<file path="config.mk">
export PLATFORM = sky130hd
export DESIGN_NAME = manchester_tx_framer
export DESIGN_NICKNAME = d
export VERILOG_FILES = /design/src/rtl/manchester_pkg.sv /design/src/rtl/manchester_baud_gen.sv /design/src/rtl/manchester_tx_framer.sv
export SDC_FILE = /design/constraint.sdc
export NUM_CORES = 1
export LEC_CHECK = 0
export BUFFER_PORTS_ARGS = -buffer_cell sky130_fd_sc_hd__buf_2
export CORE_MARGIN = 8
export CORE_UTILIZATION = 50
export CTS_CLUSTER_DIAMETER = 100
export DETAILED_ROUTE_END_ITERATION = 16
export PLACE_DENSITY = 0.73
export SYNTH_ARGS = -nofsm -noshare
export SYNTH_HDL_FRONTEND = slang
export SYNTH_SLANG_ARGS = --single-unit
</file>
<file path="constraint.sdc">
create_clock -name clk -period 2.4 [get_ports clk]
set_input_delay 0.24 -clock clk [delete_from_list [all_inputs] [get_ports clk]]
set_output_delay 0.24 -clock clk [all_outputs]
set_load 0.1 [all_outputs]
</file>
<file path="src/rtl/manchester_pkg.sv">
// Shared types and helpers for the Manchester transmit path: FSM state codes,
// the per-half-bit line encoder and counter sizing.
package manchester_pkg;

  typedef enum logic [1:0] {
    ST_IDLE     = 2'd0,
    ST_PREAMBLE = 2'd1,
    ST_DATA     = 2'd2,
    ST_GAP      = 2'd3
  } state_e;

  // A counter must hold at least 0..n-1 and never collapse to zero width.
  function automatic int cnt_width(input int n);
    return (n <= 1) ? 1 : $clog2(n);
  endfunction

  function automatic int max3(input int a, input int b, input int c);
    int m;
    m = (a > b) ? a : b;
    return (m > c) ? m : c;
  endfunction

  // First half carries the bit, second half its complement (1 = high->low).
  function automatic logic encode(input logic b, input logic second_half, input logic invert);
    return (second_half ? ~b : b) ^ invert;
  endfunction

endpackage

</file>
<file path="src/rtl/manchester_baud_gen.sv">
// Half-bit timing: counts HALF_BIT_CYCLES clocks per half-bit and tracks which
// half of the bit period is on the line.
module manchester_baud_gen
  import manchester_pkg::*;
#(
  parameter int HALF_BIT_CYCLES = 4
) (
  input  logic clk,
  input  logic rst_n,
  input  logic clear,
  input  logic enable,
  output logic half_tick,
  output logic bit_tick,
  output logic phase
);

  localparam int CW = cnt_width(HALF_BIT_CYCLES);
  localparam logic [CW-1:0] CNT_LAST = CW'(HALF_BIT_CYCLES - 1);

  logic [CW-1:0] cnt_q;
  logic          phase_q;

  assign half_tick = enable && (cnt_q == CNT_LAST);
  assign bit_tick  = half_tick && phase_q;
  assign phase     = phase_q;

  // NOTE: registers take non-blocking assignments so every flop samples the
  // pre-edge value of its neighbours, whatever order the blocks execute in.
  always_ff @(posedge clk or negedge rst_n) begin
    if (!rst_n) begin
      cnt_q   <= '0;
      phase_q <= 1'b0;
    end else if (clear) begin
      cnt_q   <= '0;
      phase_q <= 1'b0;
    end else if (enable) begin
      cnt_q   <= half_tick ? '0 : cnt_q + 1'b1;
      phase_q <= phase_q ^ half_tick;
    end
  end

endmodule

</file>
<file path="src/rtl/manchester_tx_framer.sv">
// Manchester frame transmitter: accepts a word on valid/ready, then sends an
// alternating preamble, the data bits and an idle guard gap.
module manchester_tx_framer
  import manchester_pkg::*;
#(
  parameter int   DATA_WIDTH      = 8,
  parameter int   HALF_BIT_CYCLES = 4,
  parameter int   PREAMBLE_BITS   = 8,
  parameter int   GAP_BITS        = 2,
  parameter int   MSB_FIRST       = 1,
  parameter logic INVERT_POLARITY = 1'b0,
  parameter logic IDLE_LEVEL      = 1'b0
) (
  input  logic                  clk,
  input  logic                  rst_n,
  input  logic [DATA_WIDTH-1:0] tx_data,
  input  logic                  tx_valid,
  output logic                  tx_ready,
  output logic                  manchester_out,
  output logic                  tx_active,
  output logic                  frame_done
);

  localparam logic [1:0] S_IDLE     = ST_IDLE;
  localparam logic [1:0] S_PREAMBLE = ST_PREAMBLE;
  localparam logic [1:0] S_DATA     = ST_DATA;
  localparam logic [1:0] S_GAP      = ST_GAP;

  localparam int BW = cnt_width(max3(PREAMBLE_BITS, DATA_WIDTH, GAP_BITS));
  localparam logic [BW-1:0] PRE_LAST  = BW'((PREAMBLE_BITS > 0) ? PREAMBLE_BITS - 1 : 0);
  localparam logic [BW-1:0] DATA_LAST = BW'(DATA_WIDTH - 1);
  localparam logic [BW-1:0] GAP_LAST  = BW'((GAP_BITS > 0) ? GAP_BITS - 1 : 0);

  logic [1:0]            state_q, state_d;
  logic [BW-1:0]         bit_cnt_q, bit_cnt_d;
  logic [DATA_WIDTH-1:0] shreg_q, shreg_d;
  logic                  line_q, line_d;
  logic                  done_q, done_d;
  logic                  accept, half_tick, bit_tick, phase, phase_nxt, cur_bit;

  assign accept = tx_valid && (state_q == S_IDLE);

  manchester_baud_gen #(
    .HALF_BIT_CYCLES(HALF_BIT_CYCLES)
  ) u_baud (
    .clk      (clk),
    .rst_n    (rst_n),
    .clear    (accept),
    .enable   (state_q != S_IDLE),
    .half_tick(half_tick),
    .bit_tick (bit_tick),
    .phase    (phase)
  );

  // The line is registered, so it is computed from next-cycle state and phase.
  assign phase_nxt = accept ? 1'b0 : (phase ^ half_tick);

  // NOTE: every variable gets a default at the top of the block; a path that
  // leaves one unassigned would otherwise infer a latch.
  always_comb begin
    state_d   = state_q;
    bit_cnt_d = bit_cnt_q;
    shreg_d   = shreg_q;
    done_d    = 1'b0;
    case (state_q)
      S_IDLE: begin
        if (tx_valid) begin
          state_d   = (PREAMBLE_BITS > 0) ? S_PREAMBLE : S_DATA;
          bit_cnt_d = '0;
          shreg_d   = tx_data;
        end
      end
      S_PREAMBLE: begin
        if (bit_tick) begin
          if (bit_cnt_q == PRE_LAST) begin
            state_d   = S_DATA;
            bit_cnt_d = '0;
          end else begin
            bit_cnt_d = bit_cnt_q + 1'b1;
          end
        end
      end
      S_DATA: begin
        if (bit_tick) begin
          shreg_d = (MSB_FIRST != 0) ? (shreg_q << 1) : (shreg_q >> 1);
          if (bit_cnt_q == DATA_LAST) begin
            bit_cnt_d = '0;
            if (GAP_BITS > 0) begin
              state_d = S_GAP;
            end else begin
              state_d = S_IDLE;
              done_d  = 1'b1;
            end
          end else begin
            bit_cnt_d = bit_cnt_q + 1'b1;
          end
        end
      end
      S_GAP: begin
        if (bit_tick) begin
          if (bit_cnt_q == GAP_LAST) begin
            state_d   = S_IDLE;
            bit_cnt_d = '0;
            done_d    = 1'b1;
          end else begin
            bit_cnt_d = bit_cnt_q + 1'b1;
          end
        end
      end
      default: state_d = S_IDLE;
    endcase
  end

  // Preamble starts with 1 on even bit indices; data comes from the shift end.
  always_comb begin
    cur_bit = (state_d == S_PREAMBLE) ? ~bit_cnt_d[0]
            : ((MSB_FIRST != 0) ? shreg_d[DATA_WIDTH-1] : shreg_d[0]);
    line_d  = ((state_d == S_PREAMBLE) || (state_d == S_DATA))
            ? encode(cur_bit, phase_nxt, INVERT_POLARITY) : IDLE_LEVEL;
  end

  always_ff @(posedge clk or negedge rst_n) begin
    if (!rst_n) begin
      state_q   <= S_IDLE;
      bit_cnt_q <= '0;
      shreg_q   <= '0;
      line_q    <= IDLE_LEVEL;
      done_q    <= 1'b0;
    end else begin
      state_q   <= state_d;
      bit_cnt_q <= bit_cnt_d;
      shreg_q   <= shreg_d;
      line_q    <= line_d;
      done_q    <= done_d;
    end
  end

  assign tx_ready       = (state_q == S_IDLE);
  assign tx_active      = (state_q == S_PREAMBLE) || (state_q == S_DATA);
  assign manchester_out = line_q;
  assign frame_done     = done_q;

endmodule

</file>
==> qor.yml, run 1 <==
synth.distinct_cells: 39
grt_max_degree: 19
clockPowerShare_pct: 31.7
worstSetupPathType: "flip-flop to flip-flop"
maxSlewViolCount: 0
crit_top_cell: "ha_4"
yosysMostFrequentCell: "dfrtp_1"
switchingPower_uw: 99.13
rows: 17
multi_input_area_sq_um: 660.6
leakagePower_nw: 0.7088
clkSlewWorstSetupHoldPaths_ps: 110
placedCellCount: 161
status: "finished, violations left"
die_y_um: 63.49
antenna_found_initial: 0
arrival_ps: 2630
ir_drop_mv: 0.2050
cap_violations: 0
fin_skew_ps: 10.04
drive_gt1_share_pct: 37.67
netlist_instances: 113
whs_ps: 168.6
antenna_cells: 0
core_region_area_sq_um: 2170
rrSetupSlack_ps: -9
fp.dieW_um: 63.49
portBuffers: 14
ys_top_cells_by_area: "dfrtp_1 (40%), ha_1 (13%), a21oi_1 (4.0%)"
setup_ws_ps: -9.255
cpMaxStageDelayCell: "dfrtp_1"
synth_ff_type: "dfrtp_1"
ys_async_sr_fraction_pct: 100.0
clock_latency_ps: 290
wl_mm: 2.611
synth_top_area_share_pct: 39.96
required_ps: 2620
grt_overflow: 0
synth_commonest_cells: "dfrtp_1 (18), ha_1 (12), a21oi_1 (9), nor2_1 (8)"
endpoint_kind: "flip-flop"
gp_congestion: 0.8760
tritoncts: "yes"
n_fill_cell: 184
postSynthAreaPerCell_sq_um: 9.976
start_util_pct: 51.96
drt_iter0_drc: 45
ios: 15
p_seq_share_pct: 64.9
grt_pass1_vias: 920
cp_max_fo: 4
failed_checks: "negative setup slack"
synth_nets: 136
place_ws_ps: -75.90
hold_viol_final: 0
drt-wirelength-per-cell_um: 15.01
swShare_pct: 21.22
yosysWarningCount: 0
tightest_slew_ps: 495.6
min_period_ps: 2409
cell_internal_pwr_uw: 368.1
regArea_sq_um: 450.4
timing.slew.headroom_pct: 67.19
grt_pass1_wl_mm: 4.257
finalPower_uw: 467.2
fin_crit_sh_pct: 100.4
num_vias: 937
synth_edf_count: 0
numCtsBuffers: 3
root_buffer: "clkbuf_4"
synth-seq-area-share_pct: 39.96
grt.total_usage_pct: 12.64
area_growth_pct: 26.42
rsz0062_at_grt: "true"
hold_class: "input pin to flip-flop"
worst_setup_path_start_kind: "flip-flop"
fin_cells: 174
hpwl_mm: 1.902
post-route-drc-count: 0
setup_viol: 1
power_density_nw_per_um2: 327.8
fin_nets: 171
netlist_area_sq_um: 1127
yosysTopAreaCell: "dfrtp_1"
dieArea_sq_um: 4030
clock.fmax_mhz: 415.1
cpPeakStageDelay_ps: 410
clock-sinks: 18
cts_buffer_depth: 2
first_pass_iters: 4
p_comb_share_pct: 3.4
crit_chain: "inv_2, ha_4, and2b_2, ha_4, a21boi_4, o31ai_1, a21oi_1, a21oi_2, ha_1, or3_1, mux2i_1"
synth-seq-cells: 18
vias_per_cell: 5.385
htree_levels: 1
antenna_left: 0
==> cells in the final DEF, fill, tap and decap left out, types with 2 or more instances in the layout <==
master,n
nor2_1,8
a21oi_2,2
dfrtp_1,18
buf_4,20
nor2b_1,3
o21ai_0,6
and2_1,2
clkbuf_4,3
inv_1,5
a21oi_1,8
nand2_1,7
mux2i_1,2
ha_4,2
o21bai_1,2
inv_2,2
ha_1,9
o31ai_1,2
a22oi_1,6
o211ai_1,2
buf_2,14
==> worst max-delay path, delay by kind of cell (launching register included) <==
family          cells  cell delay [ps]
mux                 1              130
flops               1              410
simple gates        2              580
buf+inv             1               80
fa+ha+maj           3              620
compound gates      4              510
==> timing repair <==
item / in CTS / in global routing
cloned: 0 / 0
setup buffers: 4 / 5
hold buffers: 1 / 0
gates resized for setup: 4 / 3
endpoints found under the setup margin: 1 / 1
hold endpoints to repair: 18 / 0
pin swaps: 5 / 3
==> routing by layer <==
| metal | global-route usage [%] | vias up | routed length, um |
|---|---|---|---|
| li1 | - | 470 | - |
| met1 | 15.31 | 455 | 1168 |
| met2 | 21.29 | 10 | 1332 |
| met3 | 3.534 | 2 | 97 |
| met4 | 3.343 | 0 | 12 |
| met5 | 0 | - | 0 |
==> cells by family after synthesis <==
family / after synthesis / synth area share (%)
compound gates: 39 / 24.64
fa+ha+maj: 12 / 13.32
buf+inv: 12 / 5.883
flops: 18 / 39.96
mux: 2 / 1.776
simple gates: 30 / 14.43
==> cell type report <==
cell class              instances  share of cell area [%]
inverters                       7                   1.844
multi-input cells              83                   46.36
flip-flops and latches         18                   31.61
repair buffers                 35                   16.15
clock buffers                   3                   1.580
well taps                      28                   2.458
==> power by group through the flow <==
stage	combinational, mW	clock [mW]	sequential [mW]
floorplan	0.0000441	0	0.309
global placement	0.0146	0	0.309
detailed placement	0.0149	0	0.309
CTS	0.0163	0.153	0.303
global route	0.0178	0.165	0.303
finish	0.0159	0.148	0.303
==> path summary, 6_finish.rpt <==
kind | start | depth (start not counted) | end
worst max-delay path | state_q[1] | 11 | manchester_out
worst min-delay path | tx_data[0] | 3 | shreg_q[0]
worst max register to register | state_q[1] | 11 | manchester_out
worst min register to register | u_baud.cnt_q[1] | 2 | u_baud.cnt_q[1]
max in group asynchronous | rst_n | 2 | bit_cnt_q[1]
min in group asynchronous | rst_n | 2 | shreg_q[2]
==> registers in the layout, summed over array words and instances (netlist names) <==
signal	count
bit_cnt_q	3
frame_done	1
manchester_out	1
shreg_q	8
state_q	2
u_baud.cnt_q	2
u_baud.phase	1
==> per-stage QoR <==
step	area (sq um)	utilization, %	setup TNS, ps
6_report	1425	65.69	-9.255
4_1_cts	1374	63.32	0
2_1_floorplan	1146	-	-264.3
3_3_place_gp	1294	59.63	0
5_1_grt	1425	65.69	-96.36
3_5_place_dp	1294	59.63	-75.90
Note: power is estimated with default switching activity, not from simulation.
==> inputs of run 2 (changes only) <==
--- a/config.mk
+++ b/config.mk
@@ -7,10 +7,11 @@
 export LEC_CHECK = 0
 export BUFFER_PORTS_ARGS = -buffer_cell sky130_fd_sc_hd__buf_2
 export CORE_MARGIN = 8
-export CORE_UTILIZATION = 50
+export CORE_UTILIZATION = 56
 export CTS_CLUSTER_DIAMETER = 100
 export DETAILED_ROUTE_END_ITERATION = 16
-export PLACE_DENSITY = 0.73
+export PLACE_DENSITY = 0.78
+export SLEW_MARGIN = 10
 export SYNTH_ARGS = -nofsm -noshare
 export SYNTH_HDL_FRONTEND = slang
 export SYNTH_SLANG_ARGS = --single-unit
==> constraint.sdc (replaced) <==
create_clock -name clk -period 2.5 [get_ports clk]
set_input_delay 0.25 -clock clk [delete_from_list [all_inputs] [get_ports clk]]
set_output_delay 0.25 -clock clk [all_outputs]
set_load 0.1 [all_outputs]
==> qor.yml, run 2 (synthesis results as in run 1) <==
p_comb_share_pct: 3.0  # was 3.4%
design_area_sq_um: 1399  # was 1425 sq um
die_y_um: 60.87  # was 63.49 um
switchingPower_uw: 100.9  # was 99.13 uW
drive_gt1_share_pct: 34.53  # was 37.67%
tightest_slew_ps: 489.8  # was 495.6 ps
hold_viol_final: 0  # unchanged
portBuffers: 14  # unchanged
num_vias: 942  # was 937
drt_iter0_drc: 45  # unchanged
htree_levels: 1  # unchanged
fin_skew_ps: 4.279  # was 10.04 ps
cts_buffer_depth: 2  # unchanged
fin_crit_sh_pct: 101.6  # was 100.4%
dieArea_sq_um: 3705  # was 4030 sq um
finalPower_uw: 487.2  # was 467.2 uW
grt_overflow: 0  # unchanged
power_density_nw_per_um2: 348.3  # was 327.8 nW/um^2
multi_input_area_sq_um: 681.9  # was 660.6 sq um
clock.fmax_mhz: 393.9  # was 415.1 MHz
grt_pass1_vias: 922  # was 920
grt_pass1_wl_mm: 4.050  # was 4.257 mm
clkSlewWorstSetupHoldPaths_ps: 110  # about the same
arrival_ps: 2760  # was 2630 ps
antenna_left: 0  # unchanged
largest_register: "shreg_q"  # unchanged
top_regs: "shreg_q x8, bit_cnt_q x3"  # unchanged
tritoncts: "yes"  # unchanged
worst_setup_path_start_kind: "flip-flop"  # unchanged
layout_commonest_cell: "dfrtp_1"  # was buf_4
p_seq_share_pct: 59.7  # was 64.9%
final_cell_mix: "dfrtp_1 (18), buf_2 (14), buf_4 (12)"  # was buf_4 (20), dfrtp_1 (18), buf_2 (14)
hold_class: "input pin to flip-flop"  # unchanged
clockPowerShare_pct: 37.3  # was 31.7%
vias_per_cell: 5.675  # was 5.385
status: "finished, violations left"  # unchanged
ir_drop_mv: 0.2745  # was 0.2050 mV
rows: 16  # was 17
n_fill_cell: 141  # was 184
setup_ws_ps: -38.77  # was -9.255 ps
post-route-drc-count: 0  # unchanged
antenna_cells: 0  # unchanged
endpoint_kind: "flip-flop"  # unchanged
clock-sinks: 18  # unchanged
rrSetupSlack_ps: -40  # was -9 ps
cpPeakStageDelay_ps: 390  # was 410 ps
dpl_cell_area_sq_um: 1270  # was 1294 sq um
path_buf_inv: 1  # unchanged
hpwl_mm: 1.825  # was 1.902 mm
placedCellCount: 157  # was 161
grt.total_usage_pct: 14.44  # was 12.64%
root_buffer: "clkbuf_4"  # unchanged
whs_ps: 171.1  # was 168.6 ps
clock_latency_ps: 300  # was 290 ps
cp_max_fo: 6  # was 4
failed_checks: "negative setup slack"  # unchanged
required_ps: 2720  # was 2620 ps
fin_cells: 166  # was 174
rsz0062_at_grt: "true"  # unchanged
ios: 15  # unchanged
cell_internal_pwr_uw: 386.2  # was 368.1 uW
worstSetupPathType: "flip-flop to flip-flop"  # unchanged
drt-wirelength-per-cell_um: 15.30  # was 15.01 um
leakagePower_nw: 0.6795  # was 0.7088 nW
swShare_pct: 20.72  # was 21.22%
grt_max_degree: 19  # unchanged
first_pass_iters: 4  # unchanged
gp_congestion: 0.9273  # was 0.8760
wl_mm: 2.540  # was 2.611 mm
cp_top_family: "compound AO/OA/AOI/OAI gates"  # was adder cells
fin_nets: 163  # was 171
crit_chain: "inv_2, ha_4, and2b_1, ha_4, a21boi_4, o31ai_1, a21oi_1, a21oi_1, ha_1, or3_1, mux2i_1"  # was inv_2, ha_4, and2b_2, ha_4, a21boi_4, o31ai_1, a21oi_1, a21oi_2, ha_1, or3_1, mux2i_1
setup_viol: 1  # unchanged
start_util_pct: 58.66  # was 51.96%
maxSlewViolCount: 0  # unchanged
cpMaxStageDelayCell: "dfrtp_1"  # unchanged
fp.dieW_um: 60.87  # was 63.49 um
min_period_ps: 2539  # was 2409 ps
largest_register_ffs: 8  # unchanged
timing.slew.headroom_pct: 67.57  # was 67.19%
cap_violations: 0  # unchanged
numCtsBuffers: 3  # unchanged
antenna_found_initial: 0  # unchanged
core_region_area_sq_um: 1922  # was 2170 sq um
area_growth_pct: 24.08  # was 26.42%
utilization_pct: 72.79  # was 65.69%
regArea_sq_um: 450.4  # unchanged
[run 2: metrics by stage]
stage / setup WS [ps] / setup TNS [ps]
3_5_place_dp: -171.9 / -171.9
2_1_floorplan: -164.3 / -164.3
5_1_grt: -145.0 / -145.0
3_3_place_gp: 43.97 / 0
6_report: -38.77 / -38.77
4_1_cts: 23.69 / 0
[run 2: layout make-up]
| cell class | count | share of cell area (%) |
|---|---|---|
| inverters | 7 | 1.878 |
| clock buffers | 4 | 2.594 |
| flip-flops and latches | 18 | 32.20 |
| repair buffers | 27 | 12.16 |
| multi-input cells | 83 | 48.75 |
| well taps | 27 | 2.415 |
[run 2: timing repair]
| item | in CTS | in global routing |
|---|---|---|
| hold buffers | 1 | 0 |
| setup endpoints to repair | 1 | 1 |
| setup buffers | 1 | 3 |
| hold endpoints to repair | 18 | 0 |
| pin swaps | 2 | 7 |
| resized for setup | 3 | 6 |
[run 2: worst register-to-register path: stages, from the launching register on]
cell and delay (ps):
dfrtp_1 390, inv_2 70, ha_4 150, and2b_1 220, ha_4 190, a21boi_4 80, o31ai_1 280, a21oi_1 140
a21oi_1 160, ha_1 260, or3_1 360, mux2i_1 170
[run 2: final timing paths]
path	start	endpoint	cells past startpoint
setup / recovery	state_q[0]	manchester_out	11
hold / removal	tx_data[0]	shreg_q[0]	3
setup reg to reg	state_q[0]	manchester_out	11
hold reg to reg	u_baud.cnt_q[1]	u_baud.cnt_q[1]	2
max in group asynchronous	rst_n	state_q[0]	2
min in group asynchronous	rst_n	shreg_q[4]	2
[run 2: power groups by stage]
stage	registers, mW	logic [mW]	clock network (mW)
finish	0.291	0.0146	0.182
floorplan	0.297	0.0000424	0
global route	0.291	0.0170	0.199
CTS	0.291	0.0151	0.184
detailed placement	0.297	0.0139	0
global placement	0.297	0.0138	0
[run 2: layer usage]
layer	GRT usage (%)	wire length [um]	vias up
met4	6.312	41	0
met5	0	0	-
met3	3.390	124	7
met2	24.28	1297	27
li1	-	-	457
met1	17.00	1078	451
==> inputs of run 3 (changes only) <==
--- a/config.mk
+++ b/config.mk
@@ -7,10 +7,10 @@
 export LEC_CHECK = 0
 export BUFFER_PORTS_ARGS = -buffer_cell sky130_fd_sc_hd__buf_2
 export CORE_MARGIN = 8
-export CORE_UTILIZATION = 56
+export CORE_UTILIZATION = 55
 export CTS_CLUSTER_DIAMETER = 100
 export DETAILED_ROUTE_END_ITERATION = 16
-export PLACE_DENSITY = 0.78
+export PLACE_DENSITY = 0.77
 export SLEW_MARGIN = 10
 export SYNTH_ARGS = -nofsm -noshare
 export SYNTH_HDL_FRONTEND = slang
==> qor.yml, run 3 (synthesis results as in run 1) <==
status: "finished, violations left"  # unchanged
failed_checks: "negative setup slack"  # unchanged
maxSlewViolCount: 0  # unchanged
vias_per_cell: 5.796  # was 5.675
wl_mm: 2.751  # was 2.540 mm
fin_cells: 167  # was 166
first_pass_iters: 4  # unchanged
drt_iter0_drc: 32  # was 45
timing.slew.headroom_pct: 66.22  # was 67.57%
grt.total_usage_pct: 14.32  # was 14.44%
cts_buffer_depth: 2  # unchanged
final.setup.tns_ps: -17.98  # was -38.77 ps
cpPeakStageDelay_ps: 400  # was 390 ps
leakagePower_nw: 0.6879  # was 0.6795 nW
post-route-drc-count: 0  # unchanged
cp_max_fo: 4  # was 6
hpwl_mm: 1.813  # was 1.825 mm
top_regs: "shreg_q x8, bit_cnt_q x3"  # unchanged
worstSetupPathType: "flip-flop to flip-flop"  # unchanged
worst_setup_path_start_kind: "flip-flop"  # unchanged
crit_chain: "inv_2, ha_4, and2b_1, ha_4, nand2_4, a2111oi_4, o22ai_2, ha_1, or3_1, mux2i_1"  # was inv_2, ha_4, and2b_1, ha_4, a21boi_4, o31ai_1, a21oi_1, a21oi_1, ha_1, or3_1, mux2i_1
setup_viol: 1  # unchanged
crit_top_cell: "ha_4"
required_ps: 2720  # about the same
root_buffer: "clkbuf_4"  # unchanged
clock_latency_ps: 290  # was 300 ps
grt_pass1_vias: 900  # was 922
tightest_slew_ps: 505.7  # was 489.8 ps
final_cell_mix: "dfrtp_1 (18), buf_2 (14), buf_4 (13)"  # was dfrtp_1 (18), buf_2 (14), buf_4 (12)
rows: 16  # unchanged
path_buf_inv: 1  # unchanged
antenna_cells: 0  # unchanged
clock-sinks: 18  # unchanged
hold_viol_final: 0  # unchanged
die_y_um: 61.28  # was 60.87 um
min_period_ps: 2518  # was 2539 ps
fp.dieW_um: 61.28  # was 60.87 um
min_path_cells: 3  # unchanged
antenna_found_initial: 0  # unchanged
r2r-start: "state_q[0]"  # unchanged
antenna_left: 0  # unchanged
clock.fmax_mhz: 397.1  # was 393.9 MHz
portBuffers: 14  # unchanged
fin_crit_sh_pct: 100.7  # was 101.6%
numCtsBuffers: 3  # unchanged
min-delay-start: "tx_data[0]"  # unchanged
rr_endpoint: "manchester_out"  # unchanged
num_vias: 968  # was 942
core_region_area_sq_um: 1942  # was 1922 sq um
drive_gt1_share_pct: 37.14  # was 34.53%
cp_top_family: "adder cells"  # was compound AO/OA/AOI/OAI gates
fin_skew_ps: 4.534  # was 4.279 ps
cap_violations: 0  # unchanged
cpMaxStageDelayCell: "dfrtp_1"  # unchanged
hold_class: "input pin to flip-flop"  # unchanged
ir_drop_mv: 0.1576  # was 0.2745 mV
ios: 15  # unchanged
rsz0062_at_grt: "true"  # unchanged
grt_pass1_wl_mm: 4.071  # was 4.050 mm
setup_ws_ps: -17.98  # was -38.77 ps
placedCellCount: 155  # was 157
fin_nets: 164  # was 163
n_fill_cell: 143  # was 141
drt-wirelength-per-cell_um: 16.47  # was 15.30 um
area_growth_pct: 26.30  # was 24.08%
grt_overflow: 0  # unchanged
grt_max_degree: 19  # unchanged
layout_commonest_cell: "dfrtp_1"  # unchanged
ff2ff_path_depth: 10  # was 11
start_util_pct: 58.05  # was 58.66%
endpoint_kind: "flip-flop"  # unchanged
rrSetupSlack_ps: -20  # was -40 ps
largest_register_ffs: 8  # unchanged
tritoncts: "yes"  # unchanged
power_density_nw_per_um2: 342.3  # was 348.3 nW/um^2
clkSlewWorstSetupHoldPaths_ps: 110  # about the same
arrival_ps: 2730  # was 2760 ps
min_to: "shreg_q[0]"  # unchanged
largest_register: "shreg_q"  # unchanged
dieArea_sq_um: 3755  # was 3705 sq um
htree_levels: 1  # unchanged
gp_congestion: 0.9329  # was 0.9273
[run 3: changes by cell type in the layout (fill, tap and decap cells not counted)]
cell,delta
ha_1,+1
ha_2,-1
a21oi_2,+2
nor2b_4,+1
a21oi_1,-2
o31ai_2,+1
nor2b_1,-1
o31ai_1,-1
buf_4,+1
[run 3: routing by layer]
metal	vias up	share of wire, %	global-route usage (%)	wire [um]
met2	21	55	26.87	1505
met4	0	0.22	2.990	6
met3	2	4.8	2.923	133
met5	-	0	0	0
met1	487	40	16.00	1105
li1	458	-	-	-
[run 3: final cells by class]
cell class                      instances  area, sq um  area share [%]
Tap cell                               27        33.78           2.373
Multi-Input combinational cell         83        699.4           49.12
Timing Repair Buffer                   28        177.7           12.48
Inverter                                7        26.28           1.845
Clock buffer                            4        36.28           2.548
Sequential cell                        18        450.4           31.63
[run 3: power breakdown]
group / total (mW) / switching (mW) / internal (mW) / leakage (nW)
combinational: 0.0150 / 0.00849 / 0.00649 / 0.436
sequential: 0.291 / 0 / 0.291 / 0.231
clock: 0.181 / 0.0927 / 0.0887 / 0.0210
total: 0.487 / 0.101 / 0.386 / 0.688
[run 3: worst max path at each step]
stage	cells after the start	startpoint	endpoint	slack (ps)
6_report	10	state_q[0]	manchester_out	-20
5_1_grt	10	state_q[0]	manchester_out	-60
4_1_cts	10	state_q[1]	manchester_out	3
3_5_place_dp	10	state_q[0]	manchester_out	-60
3_3_place_gp	10	state_q[0]	manchester_out	80
2_1_floorplan	11	state_q[1]	manchester_out	-160
[run 3: what timing repair did]
action / 4_1_cts / 5_1_grt
pin swaps: 1 / 5
endpoints found under the setup margin: 1 / 1
gates resized for setup: 3 / 10
hold buffers: 1 / 0
endpoints found under the hold margin: 18 / 0
setup buffers: 2 / 5
[run 3: metrics by stage]
step,power (mW),hold slack (ps),setup slack [ps],instance area [sq um],utilization (%)
after floorplan,0.2968,-45.59,-164.3,1146,-
after global placement,0.3105,205.6,83.07,1255,64.63
after detailed placement,0.3110,210.5,-55.70,1255,64.63
after CTS,0.4913,178.5,2.647,1333,68.62
after global routing,0.5065,190.3,-59.42,1424,73.32
final,0.4873,176.7,-17.98,1424,73.32
[run 3: tightest hold or removal path, delay by kind of cell]
family                 cells  cell delay (ps)
buffers and inverters      1               80
and+or+nand+nor            2              110
